**src/rtl/k054000_seq.sv**
```systemverilog
// k054000_seq
//   Bus-master sequencer for the 054000 collision checker. Takes one
//   18-byte collision job over a valid/ready handshake. Each byte is written
//   through the chip's CS/NWR byte bus in ascending slot order. The result
//   register (A=24, bit 0) is then read back and reported as a one-clock
//   res_valid pulse with res_hit.
//
// Parameters
//   WR_LEN   clocks NWR is held low per write (1..15)
//   RD_WAIT  clocks CS is held with NWR high before the result sample (1..15)
//
// Ports
//   clk, nRES          clock, synchronous active-low reset
//   job_valid/ready    job handshake; job_data slot k = job_data[8k+7:8k]
//   res_valid, res_hit result pulse and held result bit
//   busy               high in every state except IDLE
//   k_cs, k_nwr, k_a   054000 chip select (active-high), write strobe
//                      (active-low) and address A[5:1]
//   k_dout, k_doe      write data and its bus drive enable
//   k_din              read data from the 054000
//
// Build option
//   K054000_SEQ_DIRTY_EN  keep a shadow of the last written bytes and skip
//                         slots whose value is unchanged
module k054000_seq #(
  parameter int unsigned WR_LEN  = 2,
  parameter int unsigned RD_WAIT = 2
) (
  input  logic         clk,
  input  logic         nRES,
  input  logic         job_valid,
  output logic         job_ready,
  input  logic [143:0] job_data,
  output logic         res_valid,
  output logic         res_hit,
  output logic         busy,
  output logic         k_cs,
  output logic         k_nwr,
  output logic [4:0]   k_a,
  output logic [7:0]   k_dout,
  output logic         k_doe,
  input  logic [7:0]   k_din
);

  typedef enum logic [2:0] {
    S_IDLE,
    S_WSETUP,
    S_WSTROBE,
    S_WHOLD,
    S_WGAP,
    S_RSETUP,
    S_RGAP,
    S_DONE
  } state_t;

  localparam logic [4:0] RES_ADDR = 5'd24;

  state_t         state;
  state_t         state_nxt;
  logic [143:0]   job_q;
  logic [143:0]   src;
  logic [17:0]    need;
  logic [4:0]     slot;
  logic [3:0]     cnt;
  logic           ready_en;
  logic           rd_bit;
  logic           accept;
  logic           nxt_found;
  logic [4:0]     nxt_slot;
  logic [7:0]     nxt_byte;
  logic           load_w;
  logic           load_r;
  logic           unused_din;

  assign unused_din = ^k_din[7:1];

  function automatic logic [4:0] slot_addr(input logic [4:0] s);
    case (s)
      5'd0:    slot_addr = 5'd1;
      5'd1:    slot_addr = 5'd2;
      5'd2:    slot_addr = 5'd3;
      5'd3:    slot_addr = 5'd4;
      5'd4:    slot_addr = 5'd6;
      5'd5:    slot_addr = 5'd7;
      5'd6:    slot_addr = 5'd9;
      5'd7:    slot_addr = 5'd10;
      5'd8:    slot_addr = 5'd11;
      5'd9:    slot_addr = 5'd12;
      5'd10:   slot_addr = 5'd14;
      5'd11:   slot_addr = 5'd15;
      5'd12:   slot_addr = 5'd17;
      5'd13:   slot_addr = 5'd18;
      5'd14:   slot_addr = 5'd19;
      5'd15:   slot_addr = 5'd21;
      5'd16:   slot_addr = 5'd22;
      5'd17:   slot_addr = 5'd23;
      default: slot_addr = 5'd0;
    endcase
  endfunction

  assign job_ready = (state == S_IDLE) && ready_en;
  assign accept    = job_valid && job_ready;

  // In IDLE the first slot to write is decided from the incoming job, since
  // it is only latched at the accept edge itself.
  assign src = (state == S_IDLE) ? job_data : job_q;

`ifdef K054000_SEQ_DIRTY_EN
  logic [7:0]  shadow [18];
  logic [17:0] shadow_vld;

  always_comb begin
    need = '0;
    for (int unsigned k = 0; k < 18; k++) begin
      need[k] = !shadow_vld[k] || (src[8*k +: 8] != shadow[k]);
    end
  end

  always_ff @(posedge clk) begin
    if (!nRES) begin
      shadow_vld <= '0;
    end else if (state == S_WHOLD) begin
      shadow_vld[slot] <= 1'b1;
    end
  end

  always_ff @(posedge clk) begin
    if (state == S_WHOLD) begin
      shadow[slot] <= k_dout;
    end
  end
`else
  assign need = '1;
`endif

  // Lowest slot still to write: any slot from IDLE, only later slots after
  // a write has completed.
  always_comb begin
    nxt_found = 1'b0;
    nxt_slot  = '0;
    nxt_byte  = '0;
    for (int unsigned k = 0; k < 18; k++) begin
      if (!nxt_found && need[k] && ((state == S_IDLE) || (k > 32'(slot)))) begin
        nxt_found = 1'b1;
        nxt_slot  = 5'(k);
        nxt_byte  = src[8*k +: 8];
      end
    end
  end

  always_ff @(posedge clk) begin
    if (!nRES) begin
      state <= S_IDLE;
    end else begin
      state <= state_nxt;
    end
  end

  always_comb begin
    state_nxt = state;
    case (state)
      S_IDLE:    if (accept) state_nxt = nxt_found ? S_WSETUP : S_RSETUP;
      S_WSETUP:  state_nxt = S_WSTROBE;
      S_WSTROBE: if (cnt == 4'd0) state_nxt = S_WHOLD;
      S_WHOLD:   state_nxt = S_WGAP;
      S_WGAP:    state_nxt = nxt_found ? S_WSETUP : S_RSETUP;
      S_RSETUP:  if (cnt == 4'd0) state_nxt = S_RGAP;
      S_RGAP:    state_nxt = S_DONE;
      S_DONE:    state_nxt = S_IDLE;
      default:   state_nxt = S_IDLE;
    endcase
  end

  assign load_w = (state_nxt == S_WSETUP) && (state != S_WSETUP);
  assign load_r = (state_nxt == S_RSETUP) && (state != S_RSETUP);

  always_ff @(posedge clk) begin
    if (!nRES) begin
      ready_en <= 1'b0;
      job_q    <= '0;
      slot     <= '0;
      cnt      <= '0;
      k_a      <= '0;
      k_dout   <= '0;
      rd_bit   <= 1'b0;
      res_hit  <= 1'b0;
    end else begin
      ready_en <= 1'b1;
      if (accept) begin
        job_q <= job_data;
      end
      // Address and data only move while CS is low (entering WSETUP/RSETUP).
      if (load_w) begin
        slot   <= nxt_slot;
        k_a    <= slot_addr(nxt_slot);
        k_dout <= nxt_byte;
      end
      if (load_r) begin
        k_a <= RES_ADDR;
      end
      if ((state_nxt == S_WSTROBE) && (state != S_WSTROBE)) begin
        cnt <= 4'(WR_LEN - 1);
      end else if (load_r) begin
        cnt <= 4'(RD_WAIT - 1);
      end else if (cnt != 4'd0) begin
        cnt <= cnt - 4'd1;
      end
      if ((state == S_RSETUP) && (cnt == 4'd0)) begin
        rd_bit <= k_din[0];
      end
      // Publish at the RGAP->DONE edge so res_hit moves with res_valid.
      if (state == S_RGAP) begin
        res_hit <= rd_bit;
      end
    end
  end

  assign k_cs      = (state == S_WSETUP) || (state == S_WSTROBE) ||
                     (state == S_WHOLD)  || (state == S_RSETUP);
  assign k_nwr     = (state != S_WSTROBE);
  assign k_doe     = (state == S_WSTROBE);
  assign busy      = (state != S_IDLE);
  assign res_valid = (state == S_DONE);

endmodule

```
**config.mk**
```make
export PLATFORM = sky130hd
export DESIGN_NAME = k054000_seq
export DESIGN_NICKNAME = d
export VERILOG_FILES = /design/src/rtl/k054000_seq.sv
export SDC_FILE = /design/constraint.sdc
export NUM_CORES = 1
export LEC_CHECK = 0
export ABC_CLOCK_PERIOD_IN_PS = 3000
export CELL_PAD_IN_SITES_DETAIL_PLACEMENT = 1
export CELL_PAD_IN_SITES_GLOBAL_PLACEMENT = 1
export CORE_ASPECT_RATIO = 2
export CORE_MARGIN = 3
export CORE_UTILIZATION = 45
export CTS_CLUSTER_DIAMETER = 30
export DETAILED_ROUTE_END_ITERATION = 10
export DONT_BUFFER_PORTS = 1
export GPL_ROUTABILITY_DRIVEN = 1
export MAX_ROUTING_LAYER = met4
export PLACE_DENSITY_LB_ADDON = 0.1
export SYNTH_ARGS = -nofsm -noshare
export SYNTH_HDL_FRONTEND = slang
export SYNTH_SLANG_ARGS = --single-unit
```
**constraint.sdc**
```tcl
create_clock -name clk -period 3 [get_ports clk]
set_input_delay 0.3 -clock clk [delete_from_list [all_inputs] [get_ports clk]]
set_output_delay 0.3 -clock clk [all_outputs]
set_load 0.1 [all_outputs]
```
==> impl_metrics.tcl, run 1 <==
set metrics [dict create \
    cts_hold_repair.buffers 84 \
    vias_in_the_first_global_route 8303 \
    final_core_utilization_pct 56.1 \
    cts_setup_buffers 0 \
    timing.critical_path.from_type "flop" \
    wl_per_cell_um 20.8 \
    synthesis.area_um2 7890 \
    final_wirelength_um 28500 \
    detail_route.drc_violations 0 \
    number_of_synthesized_flops_with_an_enable_pin 0 \
    synthToLayoutAreaGrowth_pct 21.1 \
    fp.coreArea_um2 17000 \
    netlist-cell-type-count 61 \
    max_clock_freq_ghz 0.385 \
    clk_transition_reported_paths_ps 60 \
    drt-vias-per-instance 5.78 \
    timing_max_transition_violations_final 0 \
    drt-initial-drc-count 327 \
    worstPathCellList "buf_4, nand2b_1, or4_1, o21ai_0, a31oi_1, o211ai_1, nand3_1" \
    initial_core_util_pct 46.3 \
    proportion_of_layout_cells_with_a_drive_suffix_above_1_pct 7.83 \
    number_of_ports_placed_on_the_die_boundary 175 \
    timing.max_cap.violations 0 \
    slowest_stage "sky130_fd_sc_hd__dfxtp_1" \
    drt_pass1_iterations 5 \
    floorplan.die_area_um2 19200 \
    cts.sink_count 164 \
    finalClockSkew_ps 7.24 \
    num-fill-cells 2119 \
    worst_ir_drop_vdd_uv 400 \
    synthFlopType "sky130_fd_sc_hd__dfxtp_1" \
    synthesis.instances 1089 \
    root_buffer_cell "sky130_fd_sc_hd__clkbuf_16" \
    yosys_register_bits 164 \
    rsz0062_at_grt "no" \
    min_period_ps 2590 \
    placement.io_buffers 0 \
    max_stage_delay_ps 730 \
    cts-htree-levels 4 \
    crit_path_end_kind "flop" \
    cts_buffers 17 \
    max_slew.worst_pin.slew_ps 1090 \
    post_cts.resized_instances 0 \
    crit_type "flop to flop" \
    clock_tree_from_tritoncts "yes" \
    yosysWarningCount 0 \
    detailroute.via_count 7909 \
    critical_path_peak_fanout 13 \
    most_frequent_standard_cell_in_the_layout_excluding_fill_and_tap_cells "sky130_fd_sc_hd__nand2_1" \
    synthesis.nets 1249 \
    timing.critical_path.arrival_ps 2900 \
    gpl.final_weighted_congestion 0.949 \
    setup_violation_total_in_the_final_timing_report 0 \
    grt.total_usage_pct 30.6 \
    cellPowerDensity_nw_per_um2 581 \
    grt_overflow_total 0 \
    antenna_left 0 \
    hold_viol_final 0 \
    mostFrequentLayoutCells "311 x sky130_fd_sc_hd__nand2_1, 173 x sky130_fd_sc_hd__a21oi_1, 164 x sky130_fd_sc_hd__dfxtp_1, 85 x sky130_fd_sc_hd__dlygate4sd3_1, 44 x sky130_fd_sc_hd__o21ai_0" \
    synth-seq-area-share_pct 41.6 \
    setup_total_negative_slack_ps 0 \
    die_width_um 99.6 \
    p_leak_uw 0.00344 \
    final_net_count 1309 \
    grt_start_max_net_pins 88 \
    synth.avg_cell_area_um2 7.24 \
    grt_antenna_before_repair 0 \
    timing.max_slew.rel_slack_pct 26.7 \
    num_rows 67 \
    critical_path_required_ps 3310 \
    holdCritPathClass "primary input to flop" \
    ys_async_sr_fraction_pct 0 \
    insertion_delay_of_the_later_clocked_pin_in_the_worst_skew_pair_ps 440 \
    n_antenna_cell 0 \
    die-height_um 193 \
    wire_length_of_the_first_global_routing_pass_um 43900 \
    outcome "completed" \
    finalCritPeriodShare_pct 86.5 \
    cts-root-to-sink-buffers 2 \
    place_hpwl_um 20900 \
]
[worst paths after layout]
| check | from | endpoint | slack, ps | cells after the start |
|---|---|---|---|---|
| min | job_data[11] | job_q[11] | 10 | 2 |
| min reg2reg | job_q[46] | job_q[46] | 460 | 2 |
| max reg2reg | slot[0] | k_dout[4] | 410 | 7 |
| max | slot[0] | k_dout[4] | 410 | 7 |
[cell usage after synthesis (all sizes together) (13+ instances only)]
library cell,instances,share of area (%)
a2111oi,14,1.6
inv,33,1.6
buf,35,2.1
o22ai,13,1.0
nand3,29,1.8
nor2,40,1.9
a31oi,18,1.4
nor3,33,2.2
nand2,312,15
dfxtp,164,42
a21oi,174,11
clkbuf,51,2.4
nor2b,22,1.7
o21ai,46,2.9
[flip-flops by register name, indices dropped and copies added (netlist names)]
register	flops
k_dout	8
slot	5
cnt	4
k_a	5
state	3
res_hit	1
ready_en	1
rd_bit	1
job_q	136
[worst max-delay path, delay by kind of cell, from the launching register on]
kind	cells	cell delay, ps
simple gates	3	830
compound gates	3	590
flops	1	730
buf+inv	1	310
[per-stage QoR]
step / setup WS (ps) / std cells / cell area, um^2 / hold slack (ps) / power (uW)
floorplan: 289 / 1089 / 7890 / 328 / 3170
global placement: 489 / 1252 / 8150 / 330 / 3410
detailed placement: 436 / 1252 / 8150 / 330 / 3440
CTS: 412 / 1368 / 9540 / 0.0984 / 5590
global route: 201 / 1369 / 9550 / 1.83 / 5800
finish: 405 / 1369 / 9550 / 10.2 / 5550
[layout make-up]
| cell class | instances | area, um^2 | share of cell area, % |
|---|---|---|---|
| clock buffers | 19 | 453 | 4.74 |
| flip-flops and latches | 164 | 3280 | 34.4 |
| multi-input cells | 806 | 4150 | 43.5 |
| repair buffers | 127 | 1180 | 12.3 |
| well taps | 207 | 259 | 2.71 |
| inverters | 33 | 126 | 1.32 |
| clock inverters | 13 | 98.8 | 1.04 |
[power by group]
part / total, uW / leakage [uW] / switching, uW / internal, uW
clock network: 2060 / 0.000267 / 947 / 1110
logic: 945 / 0.00184 / 594 / 350
registers: 2540 / 0.00134 / 217 / 2330
total: 5550 / 0.00344 / 1760 / 3790
[metal layers]
layer | part of all wire [%] | vias up | routed length (um) | global-route usage [%]
met1 | 34 | 3775 | 9610 | 27.8
met4 | 6.9 | 0 | 1960 | 19.5
met2 | 56 | 206 | 15900 | 56.8
met5 | 0 | - | 0 | -
li1 | - | 3853 | - | -
met3 | 3.5 | 75 | 992 | 5.05
[logic make-up (layout without fill, tap and decap cells)]
group | count (synthesis) | in the layout | share of synthesized area (%)
simple gates | 472 | 472 | 25.8
flops | 164 | 164 | 41.6
fa+ha+maj | 5 | 5 | 0.793
compound gates | 314 | 314 | 23.5
xor+xnor | 4 | 4 | 0.444
buf+inv | 119 | 192 | 6.09
mux | 11 | 11 | 1.78
(Power assumes the default switching activity.)
==> run 2, diff against run 1 <==
--- a/config.mk
+++ b/config.mk
@@ -5,7 +5,7 @@
 export SDC_FILE = /design/constraint.sdc
 export NUM_CORES = 1
 export LEC_CHECK = 0
-export ABC_CLOCK_PERIOD_IN_PS = 3000
+export ABC_CLOCK_PERIOD_IN_PS = 2800
 export CELL_PAD_IN_SITES_DETAIL_PLACEMENT = 1
 export CELL_PAD_IN_SITES_GLOBAL_PLACEMENT = 1
 export CORE_ASPECT_RATIO = 2
==> constraint.sdc (replaced) <==
create_clock -name clk -period 2.8 [get_ports clk]
set_input_delay 0.28 -clock clk [delete_from_list [all_inputs] [get_ports clk]]
set_output_delay 0.28 -clock clk [all_outputs]
set_load 0.1 [all_outputs]
==> run 2 against run 1 <==
  * The flow now finishes with violations (hold timing)
  * Clock skew is 2.1 ps higher
  * First-iteration DRC count rose by 5.8%
  * Sequential power rose by 6%
  * Global-route usage rose by 2.6 points
  * Register-to-register slack worse by 160 ps
  * Die area is the same
==> impl_metrics.tcl, run 2 (synthesis results as in run 1) <==
set metrics [dict create \
    timing.max_cap.violations 0 \
    hold_viol_final 1 \
    registers.top_by_ff_count "job_q" \
    worst_ir_drop_vdd_uv 445 \
    pwr-share-clk_pct 39.7 \
    cts_buffers 17 \
    worst_r2r_path_depth 10 \
    timing_max_transition_violations_final 0 \
    outcome "finished, violations left" \
    grt.total_usage_pct 33.2 \
    min_path_cells 2 \
    critical_path_required_ps 3160 \
    setup_total_negative_slack_ps 0 \
    clock_tree_from_tritoncts "yes" \
    timing.max_slew.rel_slack_pct 22.0 \
    placement.io_buffers 0 \
    p_sw_uw 1920 \
    wl_per_cell_um 21.9 \
    initial_core_util_pct 46.3 \
    cp-startpoint "state[1]" \
    finalWorstSetupSlack_ps 248 \
    crit_path_end_kind "flop" \
    num-fill-cells 2063 \
    grt_overflow_total 0 \
    gpl.final_weighted_congestion 0.978 \
    final_wirelength_um 31000 \
    wire_length_of_the_first_global_routing_pass_um 47500 \
    crit-reg2reg-capture "k_a[1]" \
    floorplan.die_area_um2 19200 \
    die-height_um 193 \
    timing.critical_path.from_type "flop" \
    failed_checks "hold timing" \
    cellInternalPower_uw 4430 \
    seq_power_share_pct 42.3 \
    detailroute.via_count 8280 \
    root_buffer_cell "sky130_fd_sc_hd__clkbuf_16" \
    max_clock_freq_ghz 0.392 \
    holdCritPathClass "primary input to flop" \
    insertion_delay_of_the_later_clocked_pin_in_the_worst_skew_pair_ps 440 \
    worst_r2r_startpoint "state[1]" \
    finalCritPeriodShare_pct 91.1 \
    cellPowerDensity_nw_per_um2 630 \
    p_leak_uw 0.00369 \
    num_rows 67 \
    fp.coreArea_um2 17000 \
    switching_share_pct 30.3 \
    top_regs "job_q: 136 flops, k_dout: 8 flops" \
    grt_start_max_net_pins 80 \
    timing.critical_path.arrival_ps 2910 \
    cts-htree-levels 4 \
    crit_type "flop to flop" \
    place_hpwl_um 21000 \
    post_route_non_filler_standard_cell_count 1414 \
    mostFrequentLayoutCells "311 x sky130_fd_sc_hd__nand2_1, 173 x sky130_fd_sc_hd__a21oi_1, 163 x sky130_fd_sc_hd__dfxtp_1, 117 x sky130_fd_sc_hd__dlygate4sd3_1, 50 x sky130_fd_sc_hd__buf_4" \
    power_frac_comb_pct 18.0 \
    detail_route.drc_violations 0 \
    cts-root-to-sink-buffers 2 \
    final_net_count 1353 \
    post_place_instance_area_um2 8270 \
    setup_violation_total_in_the_final_timing_report 0 \
    critical_path_peak_fanout 11 \
    hold_path.startpoint "job_data[105]" \
    place_inst 1264 \
    r2r_setup_slack_ps 250 \
    synthToLayoutAreaGrowth_pct 27.8 \
    place_worst_setup_slack_ps 167 \
    worst_hold_path.endpoint "job_q[105]" \
    grt_antenna_before_repair 1 \
    most_frequent_standard_cell_in_the_layout_excluding_fill_and_tap_cells "sky130_fd_sc_hd__nand2_1" \
    cts.sink_count 164 \
    max_slew.worst_pin.slew_ps 1160 \
    drt-initial-drc-count 346 \
    largest_register_ffs 136 \
    clk_transition_reported_paths_ps 60 \
    drt_pass1_iterations 7 \
    number_of_ports_placed_on_the_die_boundary 175 \
    final_cell_area_um2 10100 \
    multiInputGateArea_um2 4150 \
    finalClockSkew_ps 9.38 \
    min_period_ps 2550 \
    drt-vias-per-instance 5.86 \
    proportion_of_layout_cells_with_a_drive_suffix_above_1_pct 8.54 \
    vias_in_the_first_global_route 8811 \
    timing.hold.ws_ps -2.13 \
    rsz0062_at_grt "no" \
    register_area_um2 3280 \
    antenna_left 0 \
    die_width_um 99.6 \
]
-- run 2: changes by cell type in the layout (fill, tap and decap cells not counted), moves of 2 or more --
cell                            previous run  this run
sky130_fd_sc_hd__clkinv_2                  3         1
sky130_fd_sc_hd__buf_12                    1         4
sky130_fd_sc_hd__buf_4                    41        50
sky130_fd_sc_hd__clkbuf_8                  2         4
sky130_fd_sc_hd__dlygate4sd3_1            85       117
sky130_fd_sc_hd__inv_6                     4         1
sky130_fd_sc_hd__bufinv_16                 0         3
sky130_fd_sc_hd__clkinvlp_4                3         1
-- run 2: how the worst max path moves through the flow --
| stage | to | cells after the start |
|---|---|---|
| after detailed placement | k_a[1] | 9 |
| after global placement | k_a[1] | 9 |
| after CTS | k_a[1] | 9 |
| final | k_a[1] | 10 |
| after floorplan | k_a[0] | 12 |
| after global routing | k_a[1] | 10 |
-- run 2: power groups by stage --
stage,Clock [uW],Sequential (uW),Combinational [uW]
after CTS,2540,2680,1130
after floorplan,0,2720,672
after global placement,0,2730,953
after detailed placement,0,2730,988
final,2520,2690,1140
after global routing,2640,2700,1250
-- run 2: critical path, cell delays in order (launching register included) --
cell and delay, ps:
sky130_fd_sc_hd__dfxtp_1 340, sky130_fd_sc_hd__nor3_4 520, sky130_fd_sc_hd__nor2_1 130, sky130_fd_sc_hd__o21ai_0 240, sky130_fd_sc_hd__inv_1 160, sky130_fd_sc_hd__ha_1 230
sky130_fd_sc_hd__mux2_2 260, sky130_fd_sc_hd__a21oi_1 160, sky130_fd_sc_hd__o32a_1 160, sky130_fd_sc_hd__o22ai_1 70, sky130_fd_sc_hd__a211oi_1 190
-- run 2: cell type report --
type / count / area share [%]
clock buffers: 22 / 4.80
flip-flops and latches: 164 / 32.6
inverters: 33 / 1.25
diodes: 1 / 0.0248
multi-input cells: 806 / 41.2
repair buffers: 171 / 16.1
clock inverters: 10 / 1.45
well taps: 207 / 2.57
-- run 2: layer usage --
layer  part of all wire, %  vias up  GRT usage (%)
li1                      -     3948              -
met4                   8.2        0           24.9
met5                     0        -              -
met2                    55      267           60.8
met3                   3.8      120           5.26
met1                    33     3945           29.4
-- run 2: what timing repair did --
action                     CTS  global route
setup endpoints to repair    0             3
buffers inserted             0             0
gates resized for setup      0             1
hold endpoints to repair   121             0
hold buffers               117             0
-- run 2: metrics by stage --
stage               total power, uW  util [%]
floorplan                      3390         -
global placement               3680      48.6
detailed placement             3720      48.6
CTS                            6350      59.2
global route                   6590      59.2
finish                         6350      59.2
==> run 3, diff against run 2 <==
--- a/config.mk
+++ b/config.mk
@@ -9,7 +9,6 @@
 export CELL_PAD_IN_SITES_DETAIL_PLACEMENT = 1
 export CELL_PAD_IN_SITES_GLOBAL_PLACEMENT = 1
 export CORE_ASPECT_RATIO = 2
-export CORE_MARGIN = 3
 export CORE_UTILIZATION = 45
 export CTS_CLUSTER_DIAMETER = 30
 export DETAILED_ROUTE_END_ITERATION = 10
==> run 3 against run 2 <==
  * The flow still finishes with violations (hold timing)
  * Worst setup slack got worse by 52 ps
  * Final area fell by 2.4%
  * Utilization fell by 2.0 points
  * Total power fell by 4.7%
  * Combinational power barely moved
  * Sequential cell count did not move
  * Hold slack got worse by 2.8 ps
  * Maximum frequency fell by 2.0%
  * Routed wire length fell by 4.9%
  * Clock power fell by 11%
  * Sequential power barely moved
  * Critical endpoint is now k_dout[5]
  * Largest power group unchanged
  * Highest routed layer unchanged
==> impl_metrics.tcl, run 3 (synthesis results as in run 1) <==
set metrics [dict create \
    outcome "finished, violations left" \
    failed_checks "hold timing" \
    crit-reg2reg-capture "k_dout[5]" \
    drt-vias-per-instance 5.88 \
    wire_length_of_the_first_global_routing_pass_um 44500 \
    cts_setup_buffers 0 \
    finalClockSkew_ps 8.25 \
    grt_antenna_before_repair 1 \
    placement.io_buffers 0 \
    crit_type "flop to flop" \
    finalWorstSetupSlack_ps 197 \
    timing.max_cap.violations 0 \
    place_worst_setup_slack_ps 235 \
    register_area_um2 3280 \
    grt_overflow_total 0 \
    vias_in_the_first_global_route 8649 \
    cp-startpoint "slot[0]" \
    fp.coreArea_um2 17200 \
    num-fill-cells 2124 \
    grt.total_usage_pct 34.6 \
    post_route_non_filler_standard_cell_count 1395 \
    p_leak_uw 0.00355 \
    clock_tree_from_tritoncts "yes" \
    critical_path_endpoint "k_dout[5]" \
    max_slew.worst_pin.slew_ps 1130 \
    setup_violation_total_in_the_final_timing_report 0 \
    cts.sink_count 164 \
    timing.max_slew.rel_slack_pct 24.0 \
    drt_pass1_iterations 4 \
    timing.critical_path.arrival_ps 2980 \
    worst_r2r_path_depth 7 \
    initial_core_util_pct 45.9 \
    r2r_setup_slack_ps 200 \
    detailroute.via_count 8202 \
    setup_total_negative_slack_ps 0 \
    largest_register_ffs 136 \
    place_inst 1256 \
    timing.critical_path.from_type "flop" \
    drt-initial-drc-count 322 \
    timing_max_transition_violations_final 0 \
    cts-htree-levels 4 \
    cts-root-to-sink-buffers 2 \
    die-height_um 189 \
    number_of_ports_placed_on_the_die_boundary 175 \
    registers.top_by_ff_count "job_q" \
    antenna_left 0 \
    final_net_count 1334 \
    timing.hold.ws_ps -4.95 \
    insertion_delay_of_the_later_clocked_pin_in_the_worst_skew_pair_ps 440 \
    clk_transition_reported_paths_ps 60 \
    crit_path_end_kind "flop" \
    cts_buffers 17 \
    most_frequent_standard_cell_in_the_layout_excluding_fill_and_tap_cells "sky130_fd_sc_hd__nand2_1" \
    final_wirelength_um 29500 \
    worst_r2r_startpoint "slot[0]" \
    multiInputGateArea_um2 4150 \
    cts_hold_repair.buffers 108 \
    mostFrequentLayoutCells "311 x sky130_fd_sc_hd__nand2_1, 173 x sky130_fd_sc_hd__a21oi_1, 164 x sky130_fd_sc_hd__dfxtp_1, 109 x sky130_fd_sc_hd__dlygate4sd3_1, 44 x sky130_fd_sc_hd__o21ai_0" \
    num_rows 68 \
    root_buffer_cell "sky130_fd_sc_hd__clkbuf_16" \
    top_regs "job_q: 136 flops, k_dout: 8 flops" \
    max_clock_freq_ghz 0.384 \
    gpl.final_weighted_congestion 0.965 \
    min_period_ps 2600 \
    critical_path_peak_fanout 11 \
    floorplan.die_area_um2 18100 \
    rsz0062_at_grt "no" \
    synthToLayoutAreaGrowth_pct 24.7 \
    hold_viol_final 1 \
    critical_path_required_ps 3180 \
    cellPowerDensity_nw_per_um2 616 \
    detail_route.drc_violations 0 \
    worst_ir_drop_vdd_uv 365 \
    finalCritPeriodShare_pct 93.0 \
    holdCritPathClass "primary input to flop" \
    wl_per_cell_um 21.1 \
    grt_start_max_net_pins 138 \
    die_width_um 95.6 \
    post_cts.resized_instances 0 \
    place_hpwl_um 20600 \
    proportion_of_layout_cells_with_a_drive_suffix_above_1_pct 7.26 \
]
[run 3: power breakdown]
group | switching (uW) | internal, uW
clock | 958 | 1290
combinational | 706 | 409
sequential | 193 | 2490
[run 3: metal layers]
layer  part of all wire (%)  global-route usage (%)  vias to the layer above
li1                       -                       -                     3913
met1                     33                    29.4                     3902
met2                     55                    63.7                      265
met3                    3.7                    5.82                      122
met4                    8.3                    26.5                        0
met5                      0                       -                        -
[run 3: area by class of cell]
cell class | instances | share of cell area [%]
inverters | 33 | 1.28
diodes | 1 | 0.0254
well taps | 210 | 2.67
repair buffers | 152 | 14.9
flip-flops and latches | 164 | 33.4
clock buffers | 20 | 4.44
multi-input cells | 806 | 42.2
clock inverters | 9 | 1.12
[run 3: worst max-delay path: stages, from the launching register on]
cell	delay (ps)
sky130_fd_sc_hd__dfxtp_1	480
sky130_fd_sc_hd__o41ai_4	530
sky130_fd_sc_hd__nand2_2	110
sky130_fd_sc_hd__a2111o_1	540
sky130_fd_sc_hd__nor3_1	450
sky130_fd_sc_hd__buf_4	210
sky130_fd_sc_hd__o211ai_1	110
sky130_fd_sc_hd__nand3_1	110
[run 3: worst min-delay path by stage]
stage	from	end	slack [ps]	depth (start not counted)
2_1_floorplan	nRES	ready_en	310	0
3_3_place_gp	nRES	ready_en	310	0
3_5_place_dp	nRES	ready_en	310	0
4_1_cts	job_data[65]	job_q[65]	0.3	2
5_1_grt	job_data[137]	job_q[137]	4	2
6_report	job_data[93]	job_q[93]	-5	2
[run 3: per-stage QoR]
| step | area, um^2 | total power [uW] | hold WS [ps] | util [%] |
|---|---|---|---|---|
| floorplan | 7890 | 3390 | 308 | - |
| global placement | 8190 | 3670 | 310 | 47.7 |
| detailed placement | 8190 | 3710 | 310 | 47.7 |
| CTS | 9820 | 6070 | 0.348 | 57.1 |
| global route | 9830 | 6280 | 3.67 | 57.2 |
| finish | 9830 | 6050 | -4.95 | 57.2 |
